--- config.mk ---
export PLATFORM = sky130hd
export DESIGN_NAME = mb32_issue_sched
export DESIGN_NICKNAME = d
export VERILOG_FILES = /design/src/rtl/mb32_issue_sched.sv
export SDC_FILE = /design/constraint.sdc
export NUM_CORES = 1
export LEC_CHECK = 0
export CORE_ASPECT_RATIO = 1.2
export CORE_MARGIN = 2
export CORE_UTILIZATION = 46
export DETAILED_ROUTE_END_ITERATION = 12
export PLACE_DENSITY_LB_ADDON = 0.25
export RECOVER_POWER = 100
export SLEW_MARGIN = 20
export SYNTH_ARGS = -nofsm -noshare
export SYNTH_HDL_FRONTEND = slang
export SYNTH_HIERARCHICAL = 1
export SYNTH_SLANG_ARGS = --single-unit
--- constraint.sdc ---
create_clock -name CLK -period 4.46 [get_ports CLK]
set_input_delay 1.115 -clock CLK [delete_from_list [all_inputs] [get_ports CLK]]
set_output_delay 1.115 -clock CLK [all_outputs]
set_load 0.02 [all_outputs]
--- src/rtl/mb32_issue_sched.sv ---
// Issue scheduler for the shared radix-8 Booth multiplier: round-robin grant between
// requesters A/B, operand recoding, in-flight tracking and a credit-protected result FIFO.

module mb32_booth_grp (
  input  logic [3:0] win,  // {x[3i+2], x[3i+1], x[3i], x[3i-1]}
  output logic       s,
  output logic       d,
  output logic       t,
  output logic       q,
  output logic       n
);
  logic [2:0] pos, mag;

  // digit = pos - 4*win[3]; a negative digit's magnitude is 4 - pos
  always_comb begin
    pos = {1'b0, win[2], 1'b0} + {2'b0, win[1]} + {2'b0, win[0]};
    mag = win[3] ? 3'd4 - pos : pos;
    s   = (mag == 3'd1);
    d   = (mag == 3'd2);
    t   = (mag == 3'd3);
    q   = (mag == 3'd4);
    n   = win[3] && (mag != 3'd0);
  end
endmodule

module mb32_issue_sched #(
  parameter int WIDTH      = 32,
  parameter int GROUP_CNT  = (WIDTH >> 2) + 3,
  parameter int MUL_LAT    = 2,
  parameter int TAG_W      = 4,
  parameter int FIFO_DEPTH = 4
) (
  input  logic                 CLK,
  input  logic                 RST,
  input  logic                 a_valid,
  output logic                 a_ready,
  input  logic [WIDTH-1:0]     a_x,
  input  logic [WIDTH-1:0]     a_y,
  input  logic [TAG_W-1:0]     a_tag,
  input  logic                 b_valid,
  output logic                 b_ready,
  input  logic [WIDTH-1:0]     b_x,
  input  logic [WIDTH-1:0]     b_y,
  input  logic [TAG_W-1:0]     b_tag,
  output logic [GROUP_CNT-1:0] s,
  output logic [GROUP_CNT-1:0] d,
  output logic [GROUP_CNT-1:0] t,
  output logic [GROUP_CNT-1:0] q,
  output logic [GROUP_CNT-1:0] n,
  output logic [WIDTH-1:0]     my,
  output logic [WIDTH+1:0]     tmy,
  input  logic [2*WIDTH-1:0]   product1,
  output logic                 res_valid,
  input  logic                 res_ready,
  output logic [2*WIDTH-1:0]   res_data,
  output logic                 res_src,
  output logic [TAG_W-1:0]     res_tag
);
  localparam int CW   = $clog2(FIFO_DEPTH + 1);
  localparam int AW   = $clog2(FIFO_DEPTH);
  localparam int XE_W = 3 * GROUP_CNT + 1;

  typedef struct packed {
    logic             src;
    logic [TAG_W-1:0] tag;
  } meta_t;

  logic              rr;  // 0: A wins a tie, 1: B wins a tie
  logic [CW-1:0]     inflight_cnt, fifo_cnt;
  logic [CW:0]       occ;
  logic              credit, gnt_a, gnt_b, acc, push, pop;
  logic [WIDTH-1:0]  sel_x, sel_y;
  logic [XE_W-1:0]   xe;
  logic [WIDTH+1:0]  tmy_nx;
  logic [GROUP_CNT-1:0] s_nx, d_nx, t_nx, q_nx, n_nx;
  meta_t             acc_meta, head_meta;
  logic [MUL_LAT:0]  vld_pipe;
  meta_t [MUL_LAT:0] meta_pipe;
  logic [AW-1:0]     wr_ptr, rd_ptr;
  logic [2*WIDTH-1:0] dmem [FIFO_DEPTH];
  meta_t             mmem [FIFO_DEPTH];

  // A same-cycle pop is deliberately not credited back: counts are pre-edge only
  assign occ    = {1'b0, inflight_cnt} + {1'b0, fifo_cnt};
  assign credit = occ < (CW+1)'(FIFO_DEPTH);

  always_comb begin
    gnt_a = 1'b0;
    gnt_b = 1'b0;
    if (credit) begin
      if (a_valid && (!b_valid || !rr)) gnt_a = 1'b1;
      else if (b_valid)                 gnt_b = 1'b1;
    end
  end

  assign a_ready  = gnt_a;
  assign b_ready  = gnt_b;
  assign acc      = gnt_a || gnt_b;
  assign sel_x    = gnt_b ? b_x : a_x;
  assign sel_y    = gnt_b ? b_y : a_y;
  assign acc_meta = gnt_b ? meta_t'{src: 1'b1, tag: b_tag} : meta_t'{src: 1'b0, tag: a_tag};

  // xe[j] holds x[j-1]: a zero below bit 0 and zero-extension above the top bit
  assign xe     = XE_W'({sel_x, 1'b0});
  assign tmy_nx = {2'b00, sel_y} + {1'b0, sel_y, 1'b0};

  for (genvar g = 0; g < GROUP_CNT; g++) begin : g_grp
    mb32_booth_grp u_grp (
      .win (xe[3*g+3 -: 4]),
      .s   (s_nx[g]),
      .d   (d_nx[g]),
      .t   (t_nx[g]),
      .q   (q_nx[g]),
      .n   (n_nx[g])
    );
  end

  // Idle cycles present zero operands so the multiplier yields zero
  always_ff @(posedge CLK) begin
    if (RST || !acc) begin
      s   <= '0;
      d   <= '0;
      t   <= '0;
      q   <= '0;
      n   <= '0;
      my  <= '0;
      tmy <= '0;
    end else begin
      s   <= s_nx;
      d   <= d_nx;
      t   <= t_nx;
      q   <= q_nx;
      n   <= n_nx;
      my  <= sel_y;
      tmy <= tmy_nx;
    end
  end

  always_ff @(posedge CLK) begin
    if (RST) begin
      rr        <= 1'b0;
      vld_pipe  <= '0;
      meta_pipe <= '0;
    end else begin
      if (gnt_a)      rr <= 1'b1;
      else if (gnt_b) rr <= 1'b0;
      vld_pipe  <= {vld_pipe[MUL_LAT-1:0], acc};
      meta_pipe <= {meta_pipe[MUL_LAT-1:0], acc_meta};
    end
  end

  // Tail of the tracker lines up with product1 for that operation
  assign push      = vld_pipe[MUL_LAT];
  assign res_valid = (fifo_cnt != '0);
  assign pop       = res_valid && res_ready;
  assign res_data  = dmem[rd_ptr];
  assign head_meta = mmem[rd_ptr];
  assign res_src   = head_meta.src;
  assign res_tag   = head_meta.tag;

  always_ff @(posedge CLK) begin
    if (RST) begin
      inflight_cnt <= '0;
      fifo_cnt     <= '0;
      wr_ptr       <= '0;
      rd_ptr       <= '0;
    end else begin
      case ({acc, push})
        2'b10:   inflight_cnt <= inflight_cnt + 1'b1;
        2'b01:   inflight_cnt <= inflight_cnt - 1'b1;
        default: inflight_cnt <= inflight_cnt;
      endcase
      case ({push, pop})
        2'b10:   fifo_cnt <= fifo_cnt + 1'b1;
        2'b01:   fifo_cnt <= fifo_cnt - 1'b1;
        default: fifo_cnt <= fifo_cnt;
      endcase
      if (push) wr_ptr <= wr_ptr + 1'b1;
      if (pop)  rd_ptr <= rd_ptr + 1'b1;
    end
  end

  always_ff @(posedge CLK) begin
    if (push) begin
      dmem[wr_ptr] <= product1;
      mmem[wr_ptr] <= meta_pipe[MUL_LAT];
    end
  end

  always_ff @(posedge CLK) begin
    if (!RST && push) assert (fifo_cnt != CW'(FIFO_DEPTH));
  end
endmodule

==> flow_summary.json, run 1 <==
{
  "synth_compound_area_share_pct": 6.13,
  "root_buffer": "clkbuf_16",
  "num_rows": 79,
  "synth_top_family_by_area": "simple AND/OR/NAND/NOR gates",
  "worst_slew_pin_slew_ns": 2.40,
  "grt_max_degree": 70,
  "yosys-mux-area-fraction_pct": 8.94,
  "power.density_nw_per_um2": 436,
  "hold_violations": 0,
  "synthXorXnorAreaFrac_pct": 3.56,
  "grt_overflow": 0,
  "min_path_cells": 1,
  "ff_latch_area_um2": 11300,
  "timing.rr.end": "tmy[32]",
  "synthToLayoutAreaGrowth_pct": 35.7,
  "cts_resized": 0,
  "wirelength_um": 44300,
  "cp_common_cell": "clkdlybuf4s50_1",
  "syn-cell-area_um2": 18200,
  "antenna_found_initial": 4,
  "grt_pass1_vias": 12900,
  "yosysSeqAreaShare_pct": 62.2,
  "cp_max_fo": 36,
  "dpl.hpwl_um": 31200,
  "post-route-min-period_ns": 4.27,
  "clk_pin_slew_ns": 0.06,
  "cts_sinks": 427,
  "via_count": 12500,
  "status": "complete, but fails checks",
  "arrival_ns": 3.15,
  "layout-drive-gt1-share_pct": 13.9,
  "grt_pass1_wl_um": 68900,
  "cts_tree": "yes",
  "hold_buffers": 0,
  "htreeDepth": 2,
  "synth_async_sr_flop_share_pct": 0,
  "p_leak_nw": 9.57,
  "final_nets": 2127,
  "core-area_um2": 38900,
  "drt_iter0_markers": 779,
  "synth_adder_area_share_pct": 4.32,
  "fin_setup_tns_ns": 0,
  "avgSynthCellArea_um2": 13.2,
  "end_kind": "output port",
  "port_buffers": 397,
  "num_io_pins": 398,
  "fin_crit_sh_pct": 95.7,
  "cp_slowest_stage_delay_ns": 0.68,
  "violations": "max-capacitance violations, max-slew violations",
  "synth_cell_type_count": 72,
  "initial_core_util_pct": 46.7,
  "slew_headroom_pct": -60.1,
  "reg2reg_slack_ns": 0.45,
  "hold_ws_ns": 0.427,
  "cpMaxStageDelayCell": "clkdlybuf4s50_1",
  "crit_required_ns": 3.35,
  "slew_viol_final": 162,
  "fmax_ghz": 0.234,
  "path_class": "in -> out",
  "hold_end": "meta_pipe[12]",
  "worstSkewPairLatency_ns": 0.55,
  "firstDrtPassIters": 5,
  "cap_violations": 4,
  "r2r-start": "fifo_cnt[2]",
  "worst_hold_path_type": "reg -> reg",
  "viasPerCell": 5.14,
  "setup_viol": 0,
  "ir_worst_vdd_v": 0.000280,
  "fill_cells": 2995,
  "grt_setup_unrepaired": "no",
  "grtUsageTotal_pct": 21.6,
  "synth_edf_count": 276,
  "wire_per_inst_um": 18.3,
  "drtAntennaViolNets": 0,
  "multi_input_area_um2": 6540,
  "holdCritStartpoint": "meta_pipe[7]",
  "die_x_um": 186,
  "die_area_um2": 41200,
  "synth_cells": 1382,
  "finalClockSkew_ns": 0.0221,
  "p_total_mw": 10.8,
  "ys_warn_count": 6,
  "synthFlopType": "edfxtp_1",
  "path_cells": "clkdlybuf4s50_1 > nand2b_2 > and2_1 > nand2_8 > inv_4 > clkbuf_4 > clkdlybuf4s50_1",
  "layout_common_cells": "edfxtp_1, dlygate4sd3_1, nand2_1",
  "clockBufferDepth": 3,
  "numCtsBuffers": 42,
  "worstSetupStartpointType": "input port",
  "drc": 0,
  "die_y_um": 222,
  "synth-simple-area-share_pct": 12.8,
  "place_congestion": 0.914,
  "cts_setup_buffers": 0,
  "final_common_cell": "edfxtp_1",
  "ys_ff_latch": 427,
  "r2r_cells": 19
}
==> layer usage <==
metal	vias to the layer above	routed length, um	track usage (%)
met5	-	0	0
met4	0	1430	7.37
met3	79	3580	5.49
met2	454	21500	37.0
met1	5981	17800	26.3
li1	5938	-	-
==> through the flow <==
step                instance area (um^2)  worst slack, ns  instances  util [%]
finish                             24700            0.191       2424      63.4
detailed placement                 23400           -0.304       2340      60.0
global placement                   23400           -0.212       2340      60.0
CTS                                24700            0.215       2417      63.5
global route                       24700           0.0338       2423      63.4
floorplan                          18300           0.0163       1385         -
==> kinds of logic (layout without fill, tap and decap cells) <==
kind of cell | after synthesis | after routing
AND/OR/NAND/NOR | 483 | 483
flip-flops | 427 | 427
AO/OA/AOI/OAI | 174 | 174
buffers and inverters | 86 | 595
multiplexers | 76 | 76
XOR/XNOR | 74 | 74
adder cells (fa/ha/maj) | 61 | 61
other | 1 | 8
==> cell type report <==
type | instances | area share, %
multi-input combinational | 872 | 26.5
clock buffer | 58 | 4.87
timing repair buffer | 499 | 19.1
sequential | 427 | 45.8
antenna | 4 | 0.0405
tap | 526 | 2.67
clock inverter | 19 | 0.704
inverter | 19 | 0.299
==> power breakdown <==
| part | internal, mW | switching [mW] | leakage [nW] | total [mW] |
|---|---|---|---|---|
| Combinational | 1.32 | 1.46 | 5.17 | 2.78 |
| Clock | 2.01 | 1.46 | 0.670 | 3.47 |
| Sequential | 4.40 | 0.104 | 3.73 | 4.51 |
| Total | 7.74 | 3.02 | 9.57 | 10.8 |
==> worst max-delay path by stage <==
stage                     cells after the start      from  slack (ns)      endpoint
after CTS                                     7   a_valid        0.21       b_ready
after global routing                          3  register        0.03  res_data[17]
after detailed placement                     18   a_valid       -0.30       tmy[27]
final                                         7   a_valid        0.19       b_ready
after global placement                       19   a_valid       -0.21       tmy[32]
after floorplan                              21   a_valid        0.02       tmy[32]
==> Yosys cell counts, drive strengths merged (2+ instances only) <==
cell type,instances,area share (%)
and2,67,2.3
a21o,16,0.66
inv,19,0.41
a31o,2,0.096
xor2,34,1.6
nor4,3,0.10
edfxtp,276,46
a21oi,76,2.1
dfxtp,151,17
nor3,20,0.61
and3,6,0.21
a31oi,6,0.28
clkbuf,40,0.83
nand4,4,0.14
nand2b,17,0.71
or2,3,0.10
o21bai,2,0.082
nor2,84,1.7
or3,6,0.21
o21ai,33,0.97
nor3b,14,0.58
mux4,69,8.5
a211oi,5,0.28
buf,27,0.85
mux2i,5,0.28
nand2,217,4.6
mux2,2,0.12
o21a,4,0.17
o31ai,4,0.17
xnor2,40,1.9
nand3,10,0.30
nor2b,26,0.89
o211ai,3,0.15
a221oi,2,0.17
fa,3,0.33
ha,58,4.0
a21boi,12,0.50
==> state kept, by name, indices dropped and copies added (netlist names), named ones only <==
signal / cells
dmem: 256
tmy: 33
my: 32
mmem: 20
meta_pipe: 15
d: 11
n: 11
q: 11
s: 11
t: 11
fifo_cnt: 3
inflight_cnt: 3
vld_pipe: 3
rd_ptr: 2
wr_ptr: 2
rr: 1
==> worst max-delay path, delay by kind of cell <==
family | cells | cell delay (ns)
and+or+nand+nor | 3 | 0.42
buffers and inverters | 4 | 1.60
Power figures use the tool's default switching activity.
==> run 2, diff against run 1 <==
--- a/config.mk
+++ b/config.mk
@@ -5,6 +5,7 @@
 export SDC_FILE = /design/constraint.sdc
 export NUM_CORES = 1
 export LEC_CHECK = 0
+export CAP_MARGIN = 15
 export CORE_ASPECT_RATIO = 1.2
 export CORE_MARGIN = 2
 export CORE_UTILIZATION = 46
==> results of run 2 <==
Final layout, timing and power as in run 1 (identical DEF).
==> run 3, diff against run 2 <==
--- a/config.mk
+++ b/config.mk
@@ -8,7 +8,7 @@
 export CAP_MARGIN = 15
 export CORE_ASPECT_RATIO = 1.2
 export CORE_MARGIN = 2
-export CORE_UTILIZATION = 46
+export CORE_UTILIZATION = 54
 export DETAILED_ROUTE_END_ITERATION = 12
 export PLACE_DENSITY_LB_ADDON = 0.25
 export RECOVER_POWER = 100
==> constraint.sdc (replaced) <==
create_clock -name CLK -period 5.5 [get_ports CLK]
set_input_delay 1.375 -clock CLK [delete_from_list [all_inputs] [get_ports CLK]]
set_output_delay 1.375 -clock CLK [all_outputs]
set_load 0.02 [all_outputs]
==> run 3 against run 2 <==
Against the previous run: the run still ends with max-capacitance violations, max-slew violations left; critical path depth grew 12; design area is 3.0% lower; register-to-register slack improved by 0.57 ns; clock skew down 0.012 ns; critical path type is now in -> reg.
==> flow_summary.json, run 3 (synthesized netlist as in run 1, its figures left out) <==
{
  "status": "complete, but fails checks",
  "violations": "max-capacitance violations, max-slew violations",
  "arrival_ns": 5.58,
  "viasPerCell": 5.36,
  "ir_worst_vdd_v": 0.000223,
  "grt_max_degree": 70,
  "final_nets": 2042,
  "slew_viol_final": 336,
  "r2r_cells": 19,
  "largestRegisters": "dmem x256, tmy x33, my x32",
  "end_kind": "register",
  "root_buffer": "clkbuf_16",
  "largest_register_ffs": 256,
  "port_buffers": 397,
  "place_congestion": 0.920,
  "final_common_cell": "edfxtp_1",
  "min_path_cells": 1,
  "hold_violations": 0,
  "die_x_um": 172,
  "hold_ws_ns": 0.434,
  "die_area_um2": 35200,
  "drtAntennaViolNets": 0,
  "path_class": "in -> reg",
  "post-route-min-period_ns": 5.17,
  "fin_crit_sh_pct": 94.0,
  "wirelength_um": 43800,
  "firstDrtPassIters": 4,
  "setup_viol": 0,
  "grtUsageTotal_pct": 24.9,
  "layout-drive-gt1-share_pct": 9.40,
  "wire_per_inst_um": 19.3,
  "reg2reg_slack_ns": 1.02,
  "holdCritStartpoint": "vld_pipe[0]",
  "p_leak_nw": 9.15,
  "via_count": 12200,
  "dp_slack_ns": 0.103,
  "htreeDepth": 2,
  "cp_max_fo": 45,
  "fin_area_um2": 23900,
  "num_io_pins": 398,
  "largest_register": "dmem",
  "worstSetupStartpointType": "input port",
  "slew_headroom_pct": -138,
  "worstSkewPairLatency_ns": 0.54,
  "postLayoutSetupSlackWorst_ns": 0.333,
  "dpl.hpwl_um": 30200,
  "hold_end": "vld_pipe[1]",
  "numCtsBuffers": 43,
  "timing.rr.end": "tmy[32]",
  "layout_common_cells": "edfxtp_1, dlygate4sd3_1, nand2_1",
  "cts_sinks": 427,
  "synthToLayoutAreaGrowth_pct": 31.6,
  "die_y_um": 205,
  "fin_setup_tns_ns": 0,
  "cts_tree": "yes",
  "crit_required_ns": 5.91,
  "grt_pass1_vias": 12300,
  "fmax_ghz": 0.194,
  "cts_setup_buffers": 0,
  "worst_slew_pin_slew_ns": 3.56,
  "worst_hold_path_type": "reg -> reg",
  "grt_setup_unrepaired": "no",
  "core-area_um2": 33200,
  "r2r-start": "fifo_cnt[2]",
  "finalClockSkew_ns": 0.0103,
  "drt_iter0_markers": 680,
  "num_rows": 73,
  "cts_resized": 0,
  "initial_core_util_pct": 54.9,
  "dp.cells": 2181,
  "power.density_nw_per_um2": 360,
  "drc": 0,
  "clk_pin_slew_ns": 0.06,
  "hold_buffers": 0,
  "placed_area_um2": 22600,
  "cap_violations": 6,
  "clockBufferDepth": 3,
  "grt_overflow": 0,
  "postLayoutCoreUtil_pct": 72.2,
  "stdcell_count": 2267,
  "antenna_found_initial": 8,
  "grt_pass1_wl_um": 67200,
  "p_total_mw": 8.62
}
[run 3: how the worst max path moves through the flow]
stage                  start    endpoint  slack, ns  cells past startpoint
floorplan            a_valid     tmy[27]       0.54                     22
global placement     a_valid     tmy[27]       0.25                     19
detailed placement   a_valid     tmy[32]       0.10                     19
CTS                  a_valid     b_ready       0.64                      7
global route        register  res_tag[0]       0.18                      3
finish               a_valid     tmy[32]       0.33                     19
[run 3: worst max-delay path, cell delays in order]
cell	delay [ns]
dlygate4sd3_1	0.57
nand2b_2	0.08
and2_0	0.31
nand2_8	0.14
inv_4	0.13
buf_12	0.23
nand2_1	0.10
nand2_1	0.09
ha_1	0.27
a21oi_1	0.21
nor3b_1	0.25
a21boi_1	0.13
nor3_1	0.40
o21ai_2	0.16
o2bb2ai_2	0.24
o31a_1	0.24
nor3_2	0.07
o211a_1	0.22
or3_1	0.33
[run 3: per-layer routing]
metal  vias up  routed length, um  global-route usage [%]
li1       5776                  -                       -
met1      5844              16800                    29.8
met2       453              21700                    42.9
met4         8               1210                    8.14
met3        75               4020                    7.67
met5         -                 55                       0
[run 3: layout make-up]
class                      count  area, um^2
sequential                   427       11300
fill                        2250        9210
multi-input combinational    872        6500
timing repair buffer         413        4090
clock buffer                  59        1180
tap                          450         563
clock inverter                19         201
inverter                      19        73.8
antenna                        8        20.0
[run 3: report_power, final]
| part | switching (mW) | internal (mW) |
|---|---|---|
| sequential | 0.0950 | 3.57 |
| clock | 1.16 | 1.69 |
| combinational | 1.15 | 0.957 |
| total | 2.41 | 6.22 |
